[src/rtl/spi_ram_pkg.sv]
// spi_ram_pkg: shared definitions for the SPI-attached byte RAM.
//   - 2-bit command encodings carried in rx_data[9:8]
//   - control FSM state type
//   - default geometry (MEM_DEPTH / ADDR_SIZE)
package spi_ram_pkg;

  localparam int MEM_DEPTH_DEF = 256;
  localparam int ADDR_SIZE_DEF = 8;

  localparam logic [1:0] CMD_WR_ADDR = 2'b00;
  localparam logic [1:0] CMD_WR_DATA = 2'b01;
  localparam logic [1:0] CMD_RD_ADDR = 2'b10;
  localparam logic [1:0] CMD_RD_DATA = 2'b11;

  typedef enum logic [1:0] {
    S_IDLE     = 2'd0,
    S_RD_ARMED = 2'd1,
    S_TX       = 2'd2
  } state_t;

endpackage

[src/rtl/spi_ram_if.sv]
// spi_ram_if: command/response bundle between the SPI slave and spi_ram.
//   rx_data  [9:0] command word, [9:8] = command, [7:0] = payload
//   rx_valid       one-cycle strobe qualifying rx_data
//   tx_data  [7:0] read byte for MISO
//   tx_valid       high while a read byte is presented
//   cmd_err        one-cycle pulse on a rejected command
// slave modport is the RAM side, master modport is the SPI slave side.
interface spi_ram_if;
  logic [9:0] rx_data;
  logic       rx_valid;
  logic [7:0] tx_data;
  logic       tx_valid;
  logic       cmd_err;

  modport slave  (input rx_data, rx_valid, output tx_data, tx_valid, cmd_err);
  modport master (output rx_data, rx_valid, input tx_data, tx_valid, cmd_err);
endinterface

[src/rtl/spi_ram_core.sv]
// spi_ram_core: byte storage, one synchronous write port and one synchronous
// read port. Not reset; contents are undefined after power-up.
//   clk        clock
//   i_we       write enable (caller guarantees i_wr_addr is in range)
//   i_wr_addr  write address
//   i_wr_data  write byte
//   i_re       read enable (caller guarantees i_rd_addr is in range)
//   i_rd_addr  read address
//   o_rd_data  registered read byte, held until the next read
module spi_ram_core
  import spi_ram_pkg::*;
#(
  parameter int MEM_DEPTH = MEM_DEPTH_DEF,
  parameter int ADDR_SIZE = ADDR_SIZE_DEF
) (
  input  logic                 clk,
  input  logic                 i_we,
  input  logic [ADDR_SIZE-1:0] i_wr_addr,
  input  logic [7:0]           i_wr_data,
  input  logic                 i_re,
  input  logic [ADDR_SIZE-1:0] i_rd_addr,
  output logic [7:0]           o_rd_data
);

  logic [7:0] r_mem [MEM_DEPTH];
  logic [7:0] r_rd_data;

  always_ff @(posedge clk) begin
    if (i_we) r_mem[i_wr_addr] <= i_wr_data;
    if (i_re) r_rd_data <= r_mem[i_rd_addr];
  end

  assign o_rd_data = r_rd_data;

endmodule

[src/rtl/spi_ram.sv]
// spi_ram: command decoder, control FSM, address and output registers in
// front of spi_ram_core. Executes WR_ADDR / WR_DATA / RD_ADDR / RD_DATA words
// from the SPI slave and returns read bytes on tx_data/tx_valid.
//   clk    clock, all state on the rising edge
//   rst_n  asynchronous active-low reset (control state only, not memory)
//   bus    spi_ram_if.slave (rx_data, rx_valid in; tx_data, tx_valid, cmd_err out)
// Build option: define SPI_RAM_WR_AUTOINC_EN to post-increment wr_addr after
// every executed WR_DATA (wrapping at MEM_DEPTH-1).
//
// state       | meaning
// S_IDLE      | no read armed, no byte presented
// S_RD_ARMED  | read address latched, next RD_DATA returns a byte
// S_TX        | byte presented, tx_valid = 1 until the next accepted command
module spi_ram
  import spi_ram_pkg::*;
#(
  parameter int MEM_DEPTH = MEM_DEPTH_DEF,
  parameter int ADDR_SIZE = ADDR_SIZE_DEF
) (
  input  logic      clk,
  input  logic      rst_n,
  spi_ram_if.slave  bus
);

  state_t               r_state;
  logic [ADDR_SIZE-1:0] r_wr_addr;
  logic [ADDR_SIZE-1:0] r_rd_addr;
  logic                 r_tx_valid;
  logic                 r_cmd_err;
  // selects core read data onto tx_data; cleared gives 0x00 (reset / out-of-range read)
  logic                 r_tx_sel;

  logic [1:0]           w_cmd;
  logic [ADDR_SIZE-1:0] w_pl_addr;
  logic                 w_armed;
  logic                 w_wr_in_range;
  logic                 w_rd_in_range;
  logic                 w_we;
  logic                 w_re;
  logic [7:0]           w_rd_data;

  assign w_cmd         = bus.rx_data[9:8];
  assign w_pl_addr     = bus.rx_data[ADDR_SIZE-1:0];
  assign w_armed       = (r_state == S_RD_ARMED);
  assign w_wr_in_range = (32'(r_wr_addr) < 32'(MEM_DEPTH));
  assign w_rd_in_range = (32'(r_rd_addr) < 32'(MEM_DEPTH));
  assign w_we = bus.rx_valid && (w_cmd == CMD_WR_DATA) && w_wr_in_range;
  assign w_re = bus.rx_valid && (w_cmd == CMD_RD_DATA) && w_armed && w_rd_in_range;

  spi_ram_core #(
    .MEM_DEPTH (MEM_DEPTH),
    .ADDR_SIZE (ADDR_SIZE)
  ) u_core (
    .clk       (clk),
    .i_we      (w_we),
    .i_wr_addr (r_wr_addr),
    .i_wr_data (bus.rx_data[7:0]),
    .i_re      (w_re),
    .i_rd_addr (r_rd_addr),
    .o_rd_data (w_rd_data)
  );

  always_ff @(posedge clk or negedge rst_n) begin
    if (!rst_n) begin
      r_state    <= S_IDLE;
      r_wr_addr  <= '0;
      r_rd_addr  <= '0;
      r_tx_valid <= 1'b0;
      r_cmd_err  <= 1'b0;
      r_tx_sel   <= 1'b0;
    end else begin
      r_cmd_err <= 1'b0;
      if (bus.rx_valid) begin
        // any accepted command retires a presented byte; the command then
        // runs as if from S_IDLE (S_RD_ARMED is kept by WR_* below)
        r_tx_valid <= 1'b0;
        case (w_cmd)
          CMD_WR_ADDR: begin
            r_wr_addr <= w_pl_addr;
            if (r_state == S_TX) r_state <= S_IDLE;
          end
          CMD_WR_DATA: begin
            if (w_wr_in_range) begin
`ifdef SPI_RAM_WR_AUTOINC_EN
              r_wr_addr <= (32'(r_wr_addr) == 32'(MEM_DEPTH - 1)) ? '0
                                                                  : r_wr_addr + ADDR_SIZE'(1);
`endif
            end else begin
              r_cmd_err <= 1'b1;
            end
            if (r_state == S_TX) r_state <= S_IDLE;
          end
          CMD_RD_ADDR: begin
            r_rd_addr <= w_pl_addr;
            r_state   <= S_RD_ARMED;
          end
          CMD_RD_DATA: begin
            if (w_armed) begin
              r_state    <= S_TX;
              r_tx_valid <= 1'b1;
              r_tx_sel   <= w_rd_in_range;
              if (!w_rd_in_range) r_cmd_err <= 1'b1;
            end else begin
              r_state   <= S_IDLE;
              r_cmd_err <= 1'b1;
            end
          end
          default: ;
        endcase
      end
    end
  end

  assign bus.tx_data  = r_tx_sel ? w_rd_data : 8'h00;
  assign bus.tx_valid = r_tx_valid;
  assign bus.cmd_err  = r_cmd_err;

endmodule

[src/flat_wrapper.sv]
// flat-port wrapper written by rule: the top's interface ports become plain ports
module spi_ram_flat import spi_ram_pkg::*;
#(
  parameter int MEM_DEPTH = MEM_DEPTH_DEF,
  parameter int ADDR_SIZE = ADDR_SIZE_DEF
)
  (clk, rst_n, bus_rx_data, bus_rx_valid, bus_tx_data, bus_tx_valid, bus_cmd_err);
  spi_ram_if bus_i ();
  input  logic clk;
  input  logic rst_n;
  input wire logic [$bits(bus_i.rx_data)-1:0] bus_rx_data;
  input wire logic [$bits(bus_i.rx_valid)-1:0] bus_rx_valid;
  output wire logic [$bits(bus_i.tx_data)-1:0] bus_tx_data;
  output wire logic [$bits(bus_i.tx_valid)-1:0] bus_tx_valid;
  output wire logic [$bits(bus_i.cmd_err)-1:0] bus_cmd_err;
  assign bus_i.rx_data = bus_rx_data;
  assign bus_i.rx_valid = bus_rx_valid;
  assign bus_tx_data = bus_i.tx_data;
  assign bus_tx_valid = bus_i.tx_valid;
  assign bus_cmd_err = bus_i.cmd_err;
  spi_ram #(.MEM_DEPTH(MEM_DEPTH), .ADDR_SIZE(ADDR_SIZE)) u_core (.clk(clk), .rst_n(rst_n), .bus(bus_i));
endmodule
[config.mk]
export PLATFORM = sky130hd
export DESIGN_NAME = spi_ram_flat
export DESIGN_NICKNAME = d
export VERILOG_FILES = /design/src/rtl/spi_ram_pkg.sv /design/src/rtl/spi_ram_if.sv /design/src/rtl/spi_ram_core.sv /design/src/rtl/spi_ram.sv /design/src/flat_wrapper.sv
export SDC_FILE = /design/constraint.sdc
export NUM_CORES = 2
export LEC_CHECK = 0
export CORE_MARGIN = 1
export CORE_UTILIZATION = 32
export CTS_CLUSTER_SIZE = 12
export DETAILED_ROUTE_END_ITERATION = 6
export GPL_ROUTABILITY_DRIVEN = 0
export PLACE_DENSITY = 0.42
export SYNTH_ARGS = -nofsm -noshare
export SYNTH_HDL_FRONTEND = slang
export SYNTH_SLANG_ARGS = --single-unit
[constraint.sdc]
create_clock -name clk -period 2.98 [get_ports clk]
set_input_delay 0.894 -clock clk [delete_from_list [all_inputs] [get_ports clk]]
set_output_delay 0.894 -clock clk [all_outputs]
set_load 0.03 [all_outputs]
==> impl_results.md <==
- WHS Path Cells: 1
- TritonCTS buffer count: ~220
- Core ar.: about 250000 um^2
- Drt pass-1 iters: 6
- Total power: 70.34 mW
- Synth Area in Adders: 0
- Initial Utilization: 0.3230
- Share of layout cells above drive strength 1: 0.3506
- CP Cell Sequence: buf_12, buf_12, clkbuf_16, buf_16, buf_4, mux4_2, a211oi_1, nand3_1, nand4_1, nor4_2
- CTS root buf: clkbuf_16
- Bufs on Longest Clock Path: 3
- Max incr delay on CP: between 0.6 and 0.7 ns
- DP Area: about 90000 um^2
- Post-synth EDFFs: between 2000 and 2500
- Register area share after synthesis: 0.7730
- Kind of critical path: reg2reg
- Pwr Density: ~710 nW/um^2
- Min-Delay Path Class: in2reg
- Clock sink count: about 2100
- Largest net degree at the start of global routing: a little under 90
- # H-tree levels: 4
- Critical path endpoint category: register
- RSZ-0062 raised after global routing: true
- Vias in the first global route: approximately 43000
- Final setup viols: 0
- HP Start: bus_rx_data[3]
- DIE AREA: approximately 250000 um^2
- ANT nets after route: 0
- Vias/cell: 5.084
- Highest Clock Rate: approximately 340 MHz
- Crit path DAT: between 3 and 4 ns
- Max-cap violations: 0
- Finished layout cell area: 98970 um^2
- Leak pwr: approximately 32 nW
- Syn_nets: just under 4000
- Count of pins over their slew limit: 0
- Warnings, synthesis: 0
- Final min period: 2.964 ns
- Critical path peak fanout: 9
- Synthesized area: ~81000 um^2
- Initial antenna violation count: 13
- Multiplexer share of the synthesized area: 0.1434
- Total track usage: 0.1887
- Final nets: between 4000 and 5000
- HPWL Detailed: 155200 um
- Slew HR: 0.5099
- Predominant post-synthesis flop cell: edfxtp_1
- Cells after Synth: between 3000 and 4000
- Peak VDD IR: 0.5778 mV
- Die X: 503.7 um
- CP required: roughly 3.6 ns
- Area grow syn2layout: 22.88%
- Grt total ovfl: 0
- FFs w/ async S/R, synth: 0.01011
- DR WL/cell: between 20 and 30 um
- Avg Inst Size Synth: between 20 and 25 um^2
- Slowest stage cell, crit path: mux4_2
- Reg2reg end: u_core.u_core.o_rd_data[2]
- Cell row count: between 150 and 200
- CTS tree: done
- Most used cell, CP: buf_12
- Setup WS post-layout: about 0.016 ns
- Reg2Reg Launch Point: u_core.r_rd_addr[0]
- Fin. Hold Viols: 0
- Combinational family with the most area after synthesis: multiplexers
- Synth Area in Compound Gates: 0.03567
- IO Port Bufs: 22
- Worst-path clk slew: around 0.060 ns
- Period utilization: 0.9946
- Distinct cells, synth: between 50 and 60
- Hold endpoint: u_core.u_core.r_mem[185][3]
- Skew-Pair Late Insertion Delay: ~0.86 ns
- Clock skew: ~0.054 ns
- DRT Wirelength: 241900 um
- Status: finished, final reports clean
- Post-Synth Simple-Gate Area: 0.02882
- Post-Synth XOR/XNOR Area: 0
- First-pass GRT wire length: ~340000 um
- #FFs+latches synth: 2077
- Drt first-iter violations: 3807
- Pre-CTS setup slack: -0.5948 ns
- Die H: around 500 um
- Startpoint types: register
- Reg2Reg Depth: 10
- Flop-to-flop setup slack: between 0.015 and 0.02 ns
- Residual DRC count: 0
- Top Ports: 23
- Worst slew pin tran: between 0.7 and 0.8 ns
- Via Count: 41384
[logic make-up after synthesis]
group,Yosys count
buffers and inverters,246
DFF,2077
and+or+nand+nor,515
AOI/OAI and AO/OA,410
muxes,619
[power by group]
part / internal (mW) / switching [mW] / total [mW]
registers: 32.2 / 0.146 / 32.4
clock network: 14.4 / 11.5 / 25.9
logic: 5.28 / 6.82 / 12.1
total: 51.9 / 18.5 / 70.3
[critical path, delay by kind of cell, from the launching register on]
family	cells	cell delay, ns
AO/OA/AOI/OAI	1	0.30
buffers and inverters	5	0.83
flip-flops	1	0.44
multiplexers	1	0.61
AND/OR/NAND/NOR	3	0.50
[cells in the mapped netlist (5+ instances only)]
cell | count | area share
mux4_2 | 420 | 0.12
nand2_1 | 50 | 0.0023
a22oi_1 | 149 | 0.014
a22o_1 | 16 | 0.0017
buf_2 | 45 | 0.0028
nand4_1 | 5 | 0.00039
a211oi_1 | 10 | 0.00093
and2_1 | 12 | 0.00093
nor4_1 | 30 | 0.0023
o22a_1 | 6 | 0.00065
o21ai_0 | 7 | 0.00043
nor2b_1 | 20 | 0.0016
dfrtp_1 | 21 | 0.0065
clkbuf_1 | 115 | 0.0054
buf_4 | 21 | 0.0020
o211ai_1 | 6 | 0.00056
mux2_2 | 17 | 0.0024
edfxtp_1 | 2056 | 0.77
nand2b_1 | 10 | 0.00078
a221oi_1 | 16 | 0.0017
mux4_1 | 5 | 0.0016
buf_1 | 13 | 0.00061
or3_1 | 7 | 0.00054
or2_2 | 7 | 0.00054
buf_6 | 30 | 0.0042
o221ai_1 | 35 | 0.0038
buf_12 | 7 | 0.0017
mux2i_1 | 177 | 0.022
o22ai_1 | 48 | 0.0037
nor3_1 | 38 | 0.0024
a311oi_1 | 9 | 0.00098
buf_8 | 12 | 0.0022
nand3_1 | 44 | 0.0027
a21oi_1 | 92 | 0.0057
nor2_1 | 280 | 0.013
[flip-flops by register name, summed over array words and instances, names as in the netlist]
| name | cells |
|---|---|
| u_core.bus.cmd_err | 1 |
| u_core.r_state | 2 |
| u_core.r_wr_addr | 8 |
| u_core.u_core.o_rd_data | 8 |
| u_core.r_rd_addr | 8 |
| u_core.r_tx_sel | 1 |
| u_core.u_core.r_mem | 2048 |
| u_core.bus.tx_valid | 1 |
[through the flow]
stage	TNS, ns	std cells	utilization	hold slack (ns)
4_1_cts	-0.03540	8113	0.3941	0.2434
6_report	0	8140	0.3969	0.3209
2_1_floorplan	0	3867	-	0.4544
3_5_place_dp	-212.77	7647	0.3598	0.4803
5_1_grt	-0.08624	8137	0.3969	0.2636
3_3_place_gp	-208.14	7647	0.3598	0.4693
[cell type report]
type / count / area (um^2)
inverters: 3 / 11.26
well taps: 3330 / 4167
diodes: 4 / 10.01
repair buffers: 776 / 7911
fillers: 22425 / 150400
clock inverters: 113 / 822.0
clock buffers: 293 / 5914
multi-input cells: 1544 / 17860
flip-flops and latches: 2077 / 62280
[routing by layer]
| layer | vias to the layer above | part of all wire | GRT usage |
|---|---|---|---|
| li1 | 17725 | - | - |
| met4 | 0 | 0.024 | 0.04855 |
| met3 | 305 | 0.046 | 0.02494 |
| met2 | 1046 | 0.49 | 0.3105 |
| met1 | 22308 | 0.44 | 0.2631 |
| met5 | - | 0 | 0 |
[timing repair]
item	CTS	global route
setup endpoints to repair	16	8
buffers inserted	45	23
resized for setup	186	103
pin swaps	28	29
hold buffers	0	0
cloned	17	3
[how the worst max path moves through the flow]
stage / from / endpoint / cells past startpoint
after CTS: u_core.r_rd_addr[0] / u_core.u_core.o_rd_data[3] / 11
after floorplan: bus_rx_data[9] / u_core.u_core.r_mem[117][0] / 6
after detailed placement: u_core.r_rd_addr[0] / u_core.u_core.o_rd_data[2] / 9
after global routing: u_core.r_rd_addr[0] / u_core.u_core.o_rd_data[5] / 12
final: u_core.r_rd_addr[0] / u_core.u_core.o_rd_data[2] / 10
after global placement: u_core.r_rd_addr[0] / u_core.u_core.o_rd_data[2] / 9
[cells in the final DEF, fill, tap and decap left out, drive strengths merged, types with 11 or more instances in the layout]
master and n:
nor3 38, buf 749, and2 12, a221oi 16, o21ai 11, o221ai 35
nand2 50, nor2 280, clkinv 92, mux2 17, a22oi 149, dfrtp 21
mux4 425, o22ai 48, nand3 44, clkbuf 296, inv 14, edfxtp 2056
a21oi 92, nor4 30, a22o 16, mux2i 177, nor2b 20
No activity file was read; power rests on OpenSTA's default activity.
